<file path="config.mk">
export PLATFORM = sky130hd
export DESIGN_NAME = hazard_ctrl_flat
export DESIGN_NICKNAME = d
export VERILOG_FILES = /design/src/rtl/hazard_ctrl_pkg.sv /design/src/rtl/hazard_ctrl_if.sv /design/src/rtl/hazard_ctrl_load_use_detect.sv /design/src/rtl/hazard_ctrl.sv /design/src/flat_wrapper.sv
export SDC_FILE = /design/constraint.sdc
export NUM_CORES = 1
export LEC_CHECK = 0
export ABC_CLOCK_PERIOD_IN_PS = 8200
export CAP_MARGIN = 20
export CORE_UTILIZATION = 55
export CTS_BUF_LIST = sky130_fd_sc_hd__clkbuf_16
export CTS_CLUSTER_DIAMETER = 200
export DETAILED_ROUTE_END_ITERATION = 7
export GPL_TIMING_DRIVEN = 0
export PLACE_DENSITY = 0.84
export RECOVER_POWER = 25
export SYNTH_ARGS = -nofsm -noshare
export SYNTH_HDL_FRONTEND = slang
export SYNTH_HIERARCHICAL = 1
export SYNTH_SLANG_ARGS = --single-unit
export TNS_END_PERCENT = 30
</file>
<file path="constraint.sdc">
create_clock -name clk -period 8.2 [get_ports clk]
set_input_delay 1.23 -clock clk [delete_from_list [all_inputs] [get_ports clk]]
set_output_delay 1.23 -clock clk [all_outputs]
set_load 0.005 [all_outputs]
</file>
<file path="src/rtl/hazard_ctrl_pkg.sv">
// hazard_ctrl_pkg: shared RV32 opcodes and hazard FSM encodings
package hazard_ctrl_pkg;
  localparam logic [6:0] OPC_LOAD   = 7'b0000011;
  localparam logic [6:0] OPC_STORE  = 7'b0100011;
  localparam logic [6:0] OPC_BRANCH = 7'b1100011;
  localparam logic [6:0] OPC_JAL    = 7'b1101111;
  localparam logic [6:0] OPC_JALR   = 7'b1100111;
  typedef enum logic [1:0] {
    HZ_RUN      = 2'd0,
    HZ_REDIRECT = 2'd1,
    HZ_MEM_WAIT = 2'd2
  } hz_state_e;
endpackage

</file>
<file path="src/rtl/hazard_ctrl_if.sv">
// hazard_ctrl_if: pipeline-side hazard inputs and hold/flush controls
interface hazard_ctrl_if;
  logic [6:0]  opcode_ex;
  logic [4:0]  rd_addr_ex;
  logic [4:0]  rs1_addr_id;
  logic [4:0]  rs2_addr_id;
  logic        rs1_used_id;
  logic        rs2_used_id;
  logic        branch_taken_ex;
  logic        mem_req;
  logic        mem_ready;
  logic        pc_hold;
  logic        if_id_hold;
  logic        id_ex_hold;
  logic        ex_mem_hold;
  logic        if_id_flush;
  logic        id_ex_flush;
  logic        mem_wb_flush;
  logic        mem_err;
  logic [1:0]  state;
  logic [31:0] stall_cycles;
  modport master (
    output opcode_ex, rd_addr_ex, rs1_addr_id, rs2_addr_id, rs1_used_id, rs2_used_id,
           branch_taken_ex, mem_req, mem_ready,
    input  pc_hold, if_id_hold, id_ex_hold, ex_mem_hold, if_id_flush, id_ex_flush,
           mem_wb_flush, mem_err, state, stall_cycles
  );
  modport slave (
    input  opcode_ex, rd_addr_ex, rs1_addr_id, rs2_addr_id, rs1_used_id, rs2_used_id,
           branch_taken_ex, mem_req, mem_ready,
    output pc_hold, if_id_hold, id_ex_hold, ex_mem_hold, if_id_flush, id_ex_flush,
           mem_wb_flush, mem_err, state, stall_cycles
  );
endinterface

</file>
<file path="src/rtl/hazard_ctrl_load_use_detect.sv">
// hazard_ctrl_load_use_detect: flags an ID source operand produced by a load still in EX
module hazard_ctrl_load_use_detect
  import hazard_ctrl_pkg::*;
(
  input  logic [6:0] opcode_ex,
  input  logic [4:0] rd_addr_ex,
  input  logic [4:0] rs1_addr_id,
  input  logic [4:0] rs2_addr_id,
  input  logic       rs1_used_id,
  input  logic       rs2_used_id,
  output logic       hazard
);
  assign hazard = opcode_ex == OPC_LOAD && rd_addr_ex != 5'd0 &&
                  ((rs1_used_id && rs1_addr_id == rd_addr_ex) ||
                   (rs2_used_id && rs2_addr_id == rd_addr_ex));
endmodule

</file>
<file path="src/rtl/hazard_ctrl.sv">
// hazard_ctrl: per-cycle hold/flush control for load-use, redirects and memory wait states
module hazard_ctrl
  import hazard_ctrl_pkg::*;
#(
  parameter int REDIRECT_CYCLES = 1,
  parameter int MEM_TIMEOUT     = 255
) (
  input logic         clk,
  input logic         rst,
  hazard_ctrl_if.slave bus
);
  localparam logic [2:0]  RED_INIT = 3'(REDIRECT_CYCLES);
  localparam logic [15:0] WAIT_MAX = 16'(MEM_TIMEOUT);
  hz_state_e   state_q, state_d;
  logic [2:0]  red_cnt_q, red_cnt_d;
  logic [15:0] wait_cnt_q, wait_cnt_d;
  logic        mem_err_q, mem_err_d;
  logic [31:0] stall_cycles_q, stall_cycles_d;
  logic        load_use, mem_stall;
  logic        pc_hold, if_id_hold, id_ex_hold, ex_mem_hold;
  logic        if_id_flush, id_ex_flush, mem_wb_flush;
  hazard_ctrl_load_use_detect u_load_use_detect (
    .opcode_ex  (bus.opcode_ex),
    .rd_addr_ex (bus.rd_addr_ex),
    .rs1_addr_id(bus.rs1_addr_id),
    .rs2_addr_id(bus.rs2_addr_id),
    .rs1_used_id(bus.rs1_used_id),
    .rs2_used_id(bus.rs2_used_id),
    .hazard     (load_use)
  );
  // next state, counters and hold/flush decode; memory stall outranks redirect outranks load-use
  always_comb begin
    state_d      = HZ_RUN;
    red_cnt_d    = 3'd0;
    wait_cnt_d   = 16'd0;
    mem_err_d    = mem_err_q;
    mem_stall    = 1'b0;
    pc_hold      = 1'b0;
    if_id_hold   = 1'b0;
    id_ex_hold   = 1'b0;
    ex_mem_hold  = 1'b0;
    if_id_flush  = 1'b0;
    id_ex_flush  = 1'b0;
    mem_wb_flush = 1'b0;
    case (state_q)
      HZ_RUN: begin
        if (bus.mem_req && !bus.mem_ready) begin
          mem_stall = 1'b1;
          state_d   = HZ_MEM_WAIT;
        end else if (bus.branch_taken_ex) begin
          if_id_flush = 1'b1;
          id_ex_flush = 1'b1;
          red_cnt_d   = RED_INIT;
          state_d     = RED_INIT != 3'd0 ? HZ_REDIRECT : HZ_RUN;
        end else if (load_use) begin
          pc_hold     = 1'b1;
          if_id_hold  = 1'b1;
          id_ex_flush = 1'b1;
        end
      end
      HZ_REDIRECT: begin
        if_id_flush = 1'b1;
        if (bus.mem_req && !bus.mem_ready) begin
          mem_stall = 1'b1;
          state_d   = HZ_MEM_WAIT;
        end else if (bus.branch_taken_ex) begin
          id_ex_flush = 1'b1;
          red_cnt_d   = RED_INIT;
          state_d     = HZ_REDIRECT;
        end else begin
          red_cnt_d = red_cnt_q - 3'd1;
          state_d   = red_cnt_d != 3'd0 ? HZ_REDIRECT : HZ_RUN;
        end
      end
      HZ_MEM_WAIT: begin
        mem_stall = !bus.mem_ready;
        state_d   = bus.mem_ready ? HZ_RUN : HZ_MEM_WAIT;
      end
      default: state_d = HZ_RUN;
    endcase
    if (mem_stall) begin
      pc_hold      = 1'b1;
      if_id_hold   = 1'b1;
      id_ex_hold   = 1'b1;
      ex_mem_hold  = 1'b1;
      mem_wb_flush = 1'b1;
      wait_cnt_d   = wait_cnt_q == WAIT_MAX ? wait_cnt_q : wait_cnt_q + 16'd1;
      mem_err_d    = mem_err_q || wait_cnt_d == WAIT_MAX;
    end
    stall_cycles_d = (pc_hold && stall_cycles_q != '1) ? stall_cycles_q + 32'd1 : stall_cycles_q;
  end
  // state and counters; reset aborts any wait or redirect in progress
  always_ff @(posedge clk) begin
    if (rst) begin
      state_q        <= HZ_RUN;
      red_cnt_q      <= 3'd0;
      wait_cnt_q     <= 16'd0;
      mem_err_q      <= 1'b0;
      stall_cycles_q <= 32'd0;
    end else begin
      state_q        <= state_d;
      red_cnt_q      <= red_cnt_d;
      wait_cnt_q     <= wait_cnt_d;
      mem_err_q      <= mem_err_d;
      stall_cycles_q <= stall_cycles_d;
    end
  end
  assign bus.pc_hold      = !rst && pc_hold;
  assign bus.if_id_hold   = !rst && if_id_hold;
  assign bus.id_ex_hold   = !rst && id_ex_hold;
  assign bus.ex_mem_hold  = !rst && ex_mem_hold;
  assign bus.if_id_flush  = rst || if_id_flush;
  assign bus.id_ex_flush  = rst || id_ex_flush;
  assign bus.mem_wb_flush = rst || mem_wb_flush;
  assign bus.mem_err      = !rst && mem_err_q;
  assign bus.state        = rst ? HZ_RUN : state_q;
  assign bus.stall_cycles = rst ? 32'd0 : stall_cycles_q;
endmodule

</file>
<file path="src/flat_wrapper.sv">
// flat-port wrapper written by rule: the top's interface ports become plain ports
module hazard_ctrl_flat import hazard_ctrl_pkg::*;
#(
  parameter int REDIRECT_CYCLES = 1,
  parameter int MEM_TIMEOUT     = 255
)
  (clk, rst, bus_opcode_ex, bus_rd_addr_ex, bus_rs1_addr_id, bus_rs2_addr_id, bus_rs1_used_id, bus_rs2_used_id, bus_branch_taken_ex, bus_mem_req, bus_mem_ready, bus_pc_hold, bus_if_id_hold, bus_id_ex_hold, bus_ex_mem_hold, bus_if_id_flush, bus_id_ex_flush, bus_mem_wb_flush, bus_mem_err, bus_state, bus_stall_cycles);
  hazard_ctrl_if bus_i ();
  input logic clk;
  input logic rst;
  input wire logic [$bits(bus_i.opcode_ex)-1:0] bus_opcode_ex;
  input wire logic [$bits(bus_i.rd_addr_ex)-1:0] bus_rd_addr_ex;
  input wire logic [$bits(bus_i.rs1_addr_id)-1:0] bus_rs1_addr_id;
  input wire logic [$bits(bus_i.rs2_addr_id)-1:0] bus_rs2_addr_id;
  input wire logic [$bits(bus_i.rs1_used_id)-1:0] bus_rs1_used_id;
  input wire logic [$bits(bus_i.rs2_used_id)-1:0] bus_rs2_used_id;
  input wire logic [$bits(bus_i.branch_taken_ex)-1:0] bus_branch_taken_ex;
  input wire logic [$bits(bus_i.mem_req)-1:0] bus_mem_req;
  input wire logic [$bits(bus_i.mem_ready)-1:0] bus_mem_ready;
  output wire logic [$bits(bus_i.pc_hold)-1:0] bus_pc_hold;
  output wire logic [$bits(bus_i.if_id_hold)-1:0] bus_if_id_hold;
  output wire logic [$bits(bus_i.id_ex_hold)-1:0] bus_id_ex_hold;
  output wire logic [$bits(bus_i.ex_mem_hold)-1:0] bus_ex_mem_hold;
  output wire logic [$bits(bus_i.if_id_flush)-1:0] bus_if_id_flush;
  output wire logic [$bits(bus_i.id_ex_flush)-1:0] bus_id_ex_flush;
  output wire logic [$bits(bus_i.mem_wb_flush)-1:0] bus_mem_wb_flush;
  output wire logic [$bits(bus_i.mem_err)-1:0] bus_mem_err;
  output wire logic [$bits(bus_i.state)-1:0] bus_state;
  output wire logic [$bits(bus_i.stall_cycles)-1:0] bus_stall_cycles;
  assign bus_i.opcode_ex = bus_opcode_ex;
  assign bus_i.rd_addr_ex = bus_rd_addr_ex;
  assign bus_i.rs1_addr_id = bus_rs1_addr_id;
  assign bus_i.rs2_addr_id = bus_rs2_addr_id;
  assign bus_i.rs1_used_id = bus_rs1_used_id;
  assign bus_i.rs2_used_id = bus_rs2_used_id;
  assign bus_i.branch_taken_ex = bus_branch_taken_ex;
  assign bus_i.mem_req = bus_mem_req;
  assign bus_i.mem_ready = bus_mem_ready;
  assign bus_pc_hold = bus_i.pc_hold;
  assign bus_if_id_hold = bus_i.if_id_hold;
  assign bus_id_ex_hold = bus_i.id_ex_hold;
  assign bus_ex_mem_hold = bus_i.ex_mem_hold;
  assign bus_if_id_flush = bus_i.if_id_flush;
  assign bus_id_ex_flush = bus_i.id_ex_flush;
  assign bus_mem_wb_flush = bus_i.mem_wb_flush;
  assign bus_mem_err = bus_i.mem_err;
  assign bus_state = bus_i.state;
  assign bus_stall_cycles = bus_i.stall_cycles;
  hazard_ctrl #(.REDIRECT_CYCLES(REDIRECT_CYCLES), .MEM_TIMEOUT(MEM_TIMEOUT)) u_core (.clk(clk), .rst(rst), .bus(bus_i));
endmodule
</file>
# Word level (Yosys, flattened, before mapping)
# Cells that the tools add are included.
dict set report classes {
  muxes 29
  n_bitwise 1
  reduce_logical 21
  n_eq_ne 8
  addsub 3
}
# operator count
set ops {}
lappend ops {{$add 32x1->32 const B} 1}
lappend ops {{$eq 16x8->1 const B} 2}
lappend ops {{$mux 32} 1}
lappend ops {{$ne 32x32->1 const B} 1}
lappend ops {{$add 16x1->16 const B} 1}
lappend ops {{$mux 16} 1}
lappend ops {{$mux 1} 14}
lappend ops {{$eq 5x5->1} 2}
lappend ops {{$mux 2} 5}
lappend ops {{$logic_and 1x1->1} 9}
lappend ops {{$mux 3} 3}
lappend ops {{$eq 7x2->1 const B} 1}
lappend ops {{$pmux 1 s2} 3}
lappend ops {{$pmux 2 s3} 1}
lappend ops {{$pmux 3 s2} 1}
lappend ops {{$logic_or 1x1->1} 5}
lappend ops {{$reduce_bool 5->1} 1}
lappend ops {{$reduce_or 2->1} 2}
lappend ops {{$reduce_bool 3->1} 1}
lappend ops {{$sub 3x1->3 const B} 1}
lappend ops {{$eq 2x1->1 const B} 1}
lappend ops {{$eq 2x2->1 const B} 1}
lappend ops {{$logic_not 1->1} 2}
lappend ops {{$logic_not 2->1} 1}
lappend ops {{$not 1->1} 1}
dict set report word_totals {
  reg_bits 54
  word_cells 67
  inputBits 29
  output_inout_bits 42
}

# Depth between registers and ports, before layout
dict set report logic_depth {
  ltp_word 10
  depth_mapped 11
  depth_no_buf 10
}

# Hierarchy
# Netlist, hierarchy kept.
# mod area_per_inst_um2 cells_per_inst seq_area_each_um2 instances
set by_module_without_submodules {}
lappend by_module_without_submodules {hazard_ctrl 3088.0 360 1081.0 1}
lappend by_module_without_submodules {hazard_ctrl_load_use_detect 148.9 20 0.0 1}

# Worst setup path after synthesis
# Ideal clock, no wire load.
dict set report synth_timing {
  path_type {input to output}
  start {in bus_rd_addr_ex[0]}
  end {out bus_pc_hold}
  required_time_ps 6970
  stages 9
  slack_ps 3974
  path_buffers 1
  t_arrival_ps 2996
  path_cell_list {xor2_1 > nor4_1 > nand3_1 > a221oi_2 > or3b_4 > a21oi_4 > nor2_2 > nor2_1 > buf_4}
}
dict set report synth_via {
  elab_chain_cells 10
  word_cells_on_any_way 14
}
# element line_no
set synth_rtl {}
lappend synth_rtl {{from (decl)} flat_wrapper.sv:12} ;# input wire logic [$bits(bus_i.rd_addr_ex)-1:0] bus_rd_addr_ex;
lappend synth_rtl {{$eq 5x5->1 (on tied branches)} {hazard_ctrl_load_use_detect.sv:14, hazard_ctrl_load_use_detect.sv:15}}
lappend synth_rtl {{$logic_and 1x1->1 (on tied branches)} {hazard_ctrl_load_use_detect.sv:14, hazard_ctrl_load_use_detect.sv:15}}
lappend synth_rtl {{$logic_or 1x1->1} hazard_ctrl_load_use_detect.sv:14} ;# ((rs1_used_id && rs1_addr_id == rd_addr_ex) ||
lappend synth_rtl {{$logic_and 1x1->1 *} hazard_ctrl_load_use_detect.sv:13} ;# assign hazard = opcode_ex == OPC_LOAD && rd_addr_ex != 5'd0 &&
lappend synth_rtl {{net u_core.load_use} hazard_ctrl.sv:19} ;# logic load_use, mem_stall;
lappend synth_rtl {{$mux 1 * (5 in a row)} --}
lappend synth_rtl {{$logic_and 1x1->1 *} --}
lappend synth_rtl {{to (decl)} flat_wrapper.sv:20} ;# output wire logic [$bits(bus_i.pc_hold)-1:0] bus_pc_hold;
# The timed path passes the listed nets; every way through them passes the cells marked *.

# Worst setup path after layout
dict set report layout_timing {
  start {in bus_rd_addr_ex[0]}
  end {out bus_pc_hold}
}
dict set report layout_via {
  elab_chain_cells 10
  word_cells_on_any_way 14
}
# element line_no
set layout_rtl {}
lappend layout_rtl {{$eq 5x5->1 (on tied branches)} {hazard_ctrl_load_use_detect.sv:14, hazard_ctrl_load_use_detect.sv:15}}
lappend layout_rtl {{$logic_and 1x1->1 (on tied branches)} {hazard_ctrl_load_use_detect.sv:14, hazard_ctrl_load_use_detect.sv:15}}
lappend layout_rtl {{$logic_or 1x1->1} hazard_ctrl_load_use_detect.sv:14}
lappend layout_rtl {{$logic_and 1x1->1 *} hazard_ctrl_load_use_detect.sv:13}
lappend layout_rtl {{net u_core.load_use} hazard_ctrl.sv:19}
lappend layout_rtl {{$mux 1 *} hazard_ctrl.sv:55} ;# end else if (load_use) begin
lappend layout_rtl {{$mux 1 *} hazard_ctrl.sv:50} ;# end else if (bus.branch_taken_ex) begin
lappend layout_rtl {{$mux 1 *} hazard_ctrl.sv:47} ;# if (bus.mem_req && !bus.mem_ready) begin
lappend layout_rtl {{$mux 1 *} hazard_ctrl.sv:45} ;# case (state_q)
lappend layout_rtl {{$mux 1 *} hazard_ctrl.sv:81} ;# if (mem_stall) begin
lappend layout_rtl {{$logic_and 1x1->1 *} hazard_ctrl.sv:108} ;# assign bus.pc_hold = !rst && pc_hold;
# Marked as above.

==> flow_summary_export.csv <==
group,metric,value,unit
setup_path,arrival,4.42,ns
place,gp_congestion,0.850,
grt,grt_util_all_layers,26.4,%
route,vias,2996,
timing,maxSlewHeadroom,59.3,%
clocking,post_cts_buffers,0,
place,hpwl,5790,um
yosys,netlist_area,0.00324,mm^2
flow_run,maxCapViolCount,0,
timing,setup_violations,0,
worst_hold_path,hp-class,"flop to flop",
route,routed_wl,7860,um
timing,min_period_over_period,68.9,%
setup_path,critPathMaxStageDelay,0.48,ns
timing,setup_tns,0,ns
route,routedWlPerCell,14.9,um
yosys,synthMuxAreaShare,3.40,%
timing,setup_slack,2.55,ns
clocking,insertion_delay,0.29,ns
timing,grt_setup_unrepaired,"false",
yosys,synth_xor_area_share,12.4,%
route,first_pass_iters,4,
clocking,hold_buffers,0,
floorplan,die_x,78.7,um
yosys,yosysTopAreaCell,"dfxtp_1",
setup_path,critPathTopFamily,"simple AND/OR/NAND/NOR gates",
yosys,synth.cells.most_frequent,"nor2_1 (65), dfxtp_1 (54), nor2b_1 (33)",
pwr,peakVddDrop,0.103,mV
clocking,numCtsBuffers,5,
final_layout,synthToLayoutAreaGrowth,28.8,%
floorplan,core_area,0.00557,mm^2
yosys,yosysTopAreaCellShare,33.4,%
place,place_ws,2.81,ns
grt,grt_max_degree,16,
status,status,"complete, no violations",
yosys,syn-mean-instance-area,8.52,um^2
floorplan,fp.dieH,78.7,um
timing,maxClockFrequency,177,MHz
floorplan,num_rows,27,
route,first_iter_violations,137,
floorplan,dieArea,0.00620,mm^2
timing,drv_slew,0,
yosys,synth_edf_count,0,
yosys,synthAdderAreaFrac,1.55,%
floorplan,pin_count,71,
yosys,synth_warnings,6,
clocking,clk_pin_slew_worst_paths,0.07,ns
yosys,synth_most_common_cell,"nor2_1",
yosys,synth_cell_types,58,
final_layout,antenna_cells,0,
setup_path,path_cells,"clkdlybuf4s50_1, xor2_1, nor4_1, nand3_1, a221oi_1, or3b_4, a21oi_1, nor2_2, nor2_1, buf_4, clkdlybuf4s50_1",
setup_path,critPathCaptureType,"output port",
pwr,power_density,132,mW/mm^2
route,viasPerCell,5.66,
clocking,cts_num_sinks,54,
yosys,synth_nets,413,
final_layout,final_nets,490,
yosys,synthSimpleGateAreaFrac,39.1,%
setup_path,crit_type,"primary input to output port",
yosys,synth_seq_cells,54,
grt,antenna_found_initial,0,
timing,finalHoldViolations,0,
floorplan,initial_core_util,58.1,%
timing,worstMarginPinSlew,0.595,ns
yosys,synth_seq_area_share,33.4,%
yosys,synthTopCellsByArea,"dfxtp_1 (33%), xnor2_1 (7.6%), nor2_1 (7.5%), nor2b_1 (6.4%), xor2_1 (4.9%)",
grt,grt_pass1_vias,2842,
yosys,synth_flop_cell,"dfxtp_1",
place,io_buffer_count,70,
clocking,clockBufferDepth,2,
setup_path,path_max_fanout,6,
setup_path,crit_slowest_cell,"clkdlybuf4s50_1",
pwr,p_leak,1.45,nW
route,drc,0,
final_layout,drive_above_1_share,8.97,%
route,drtAntennaViolNets,0,
clocking,h-tree-depth,2,
grt,grt_overflow,0,
yosys,async_reset_ff_share,0,%
setup_path,cpMostUsedCell,"clkdlybuf4s50_1",
clocking,cts_resized,0,
setup_path,cp.required,6.97,ns
grt,grt_pass1_wl,12900,um
yosys,synth_top_family_by_area,"simple AND/OR/NAND/NOR gates",
clocking,cts_root_buf,"clkbuf_16",
yosys,synth-compound-area-share,6.42,%
clocking,cts_tree,"built",
timing,fin_crit,5.65,ns
setup_path,critPathBufInv,3,
timing,fin_skew,0.00637,ns
setup_path,startpoint_type,"primary input",
yosys,synth_cells,380,
## worst register-to-register path, cell delays in order, from the launching register on
cell and delay, ns:
dfxtp_1 0.36, or3b_4 0.40, a21oi_1 0.42, o21ai_4 0.20, nor3_2 0.28, nand3_1 0.14, mux2_4 0.31
## through the flow
step	util (%)	area [um^2]	hold WS [ns]	instances	total power, mW
finish	74.8	4170	0.519	529	0.549
global route	74.8	4170	0.553	529	0.571
global placement	72.3	4030	0.509	522	0.321
floorplan	-	3240	0.484	380	0.295
detailed placement	72.3	4030	0.509	522	0.323
CTS	75.1	4190	0.519	529	0.555
## cells by family after synthesis
| logic type | after synthesis |
|---|---|
| simple gates | 210 |
| flops | 54 |
| xor+xnor | 46 |
| compound gates | 29 |
| buf+inv | 27 |
| mux | 10 |
| fa+ha+maj | 4 |
## registers in the layout, summed over array words and instances, names as in the netlist
signal,cells
u_core/mem_err_q,1
u_core/state_q,2
u_core/wait_cnt_q,16
u_core/stall_cycles_q,32
u_core/red_cnt_q,3
## worst paths after layout
path | from | endpoint | slack, ns | depth (start not counted)
worst min-delay path | u_core/stall_cycles_q[1]$_SDFFE_PP0P_ | u_core/stall_cycles_q[1]$_SDFFE_PP0P_ | 0.52 | 2
worst max register to register | u_core/state_q[0]$_SDFF_PP0_ | u_core/stall_cycles_q[26]$_SDFFE_PP0P_ | 6.00 | 6
worst min register to register | u_core/stall_cycles_q[1]$_SDFFE_PP0P_ | u_core/stall_cycles_q[1]$_SDFFE_PP0P_ | 0.52 | 2
worst max-delay path | bus_rd_addr_ex[0] | bus_pc_hold | 2.55 | 11
## per-layer routing
layer  share of wire [%]  vias to the layer above  track usage, %
met4                 2.4                        0            12.0
met2                  47                      117            44.0
met3                 6.5                       21            5.40
met5                   0                        -               0
li1                    -                     1455               -
met1                  44                     1403            32.7
## layout make-up
| class | count | area [um^2] |
|---|---|---|
| timing repair buffer | 70 | 701 |
| clock inverter | 2 | 33.8 |
| sequential | 54 | 1080 |
| inverter | 9 | 33.8 |
| multi-input combinational | 299 | 2020 |
| fill | 442 | 1410 |
| tap | 72 | 90.1 |
| clock buffer | 5 | 125 |
| buffer | 18 | 86.3 |
## cells in the final DEF, fill, tap and decap left out, drive strengths merged, types with 2 or more instances in the layout
master	Yosys	final
clkdlybuf4s50	0	69
nor2	66	66
dfxtp	54	54
nor2b	33	33
xnor2	28	28
nand2	21	21
nand3	19	19
xor2	18	18
clkbuf	9	14
nor4	14	14
nand4	13	13
nor3	11	11
a21oi	10	10
inv	9	9
buf	9	9
o21ai	8	8
and4	7	7
and3	5	5
mux2i	5	5
mux2	5	5
ha	4	4
nand2b	3	3
nand4b	3	3
nor3b	3	3
nor4b	3	3
or2	2	2
and2	2	2
nand3b	2	2
or3	2	2
## report_power, final
part | switching, mW | internal, mW | total, mW
sequential | 0.00270 | 0.264 | 0.267
combinational | 0.0226 | 0.0264 | 0.0489
clock | 0.0915 | 0.141 | 0.233
total | 0.117 | 0.432 | 0.549
Power figures use the tool's default switching activity.
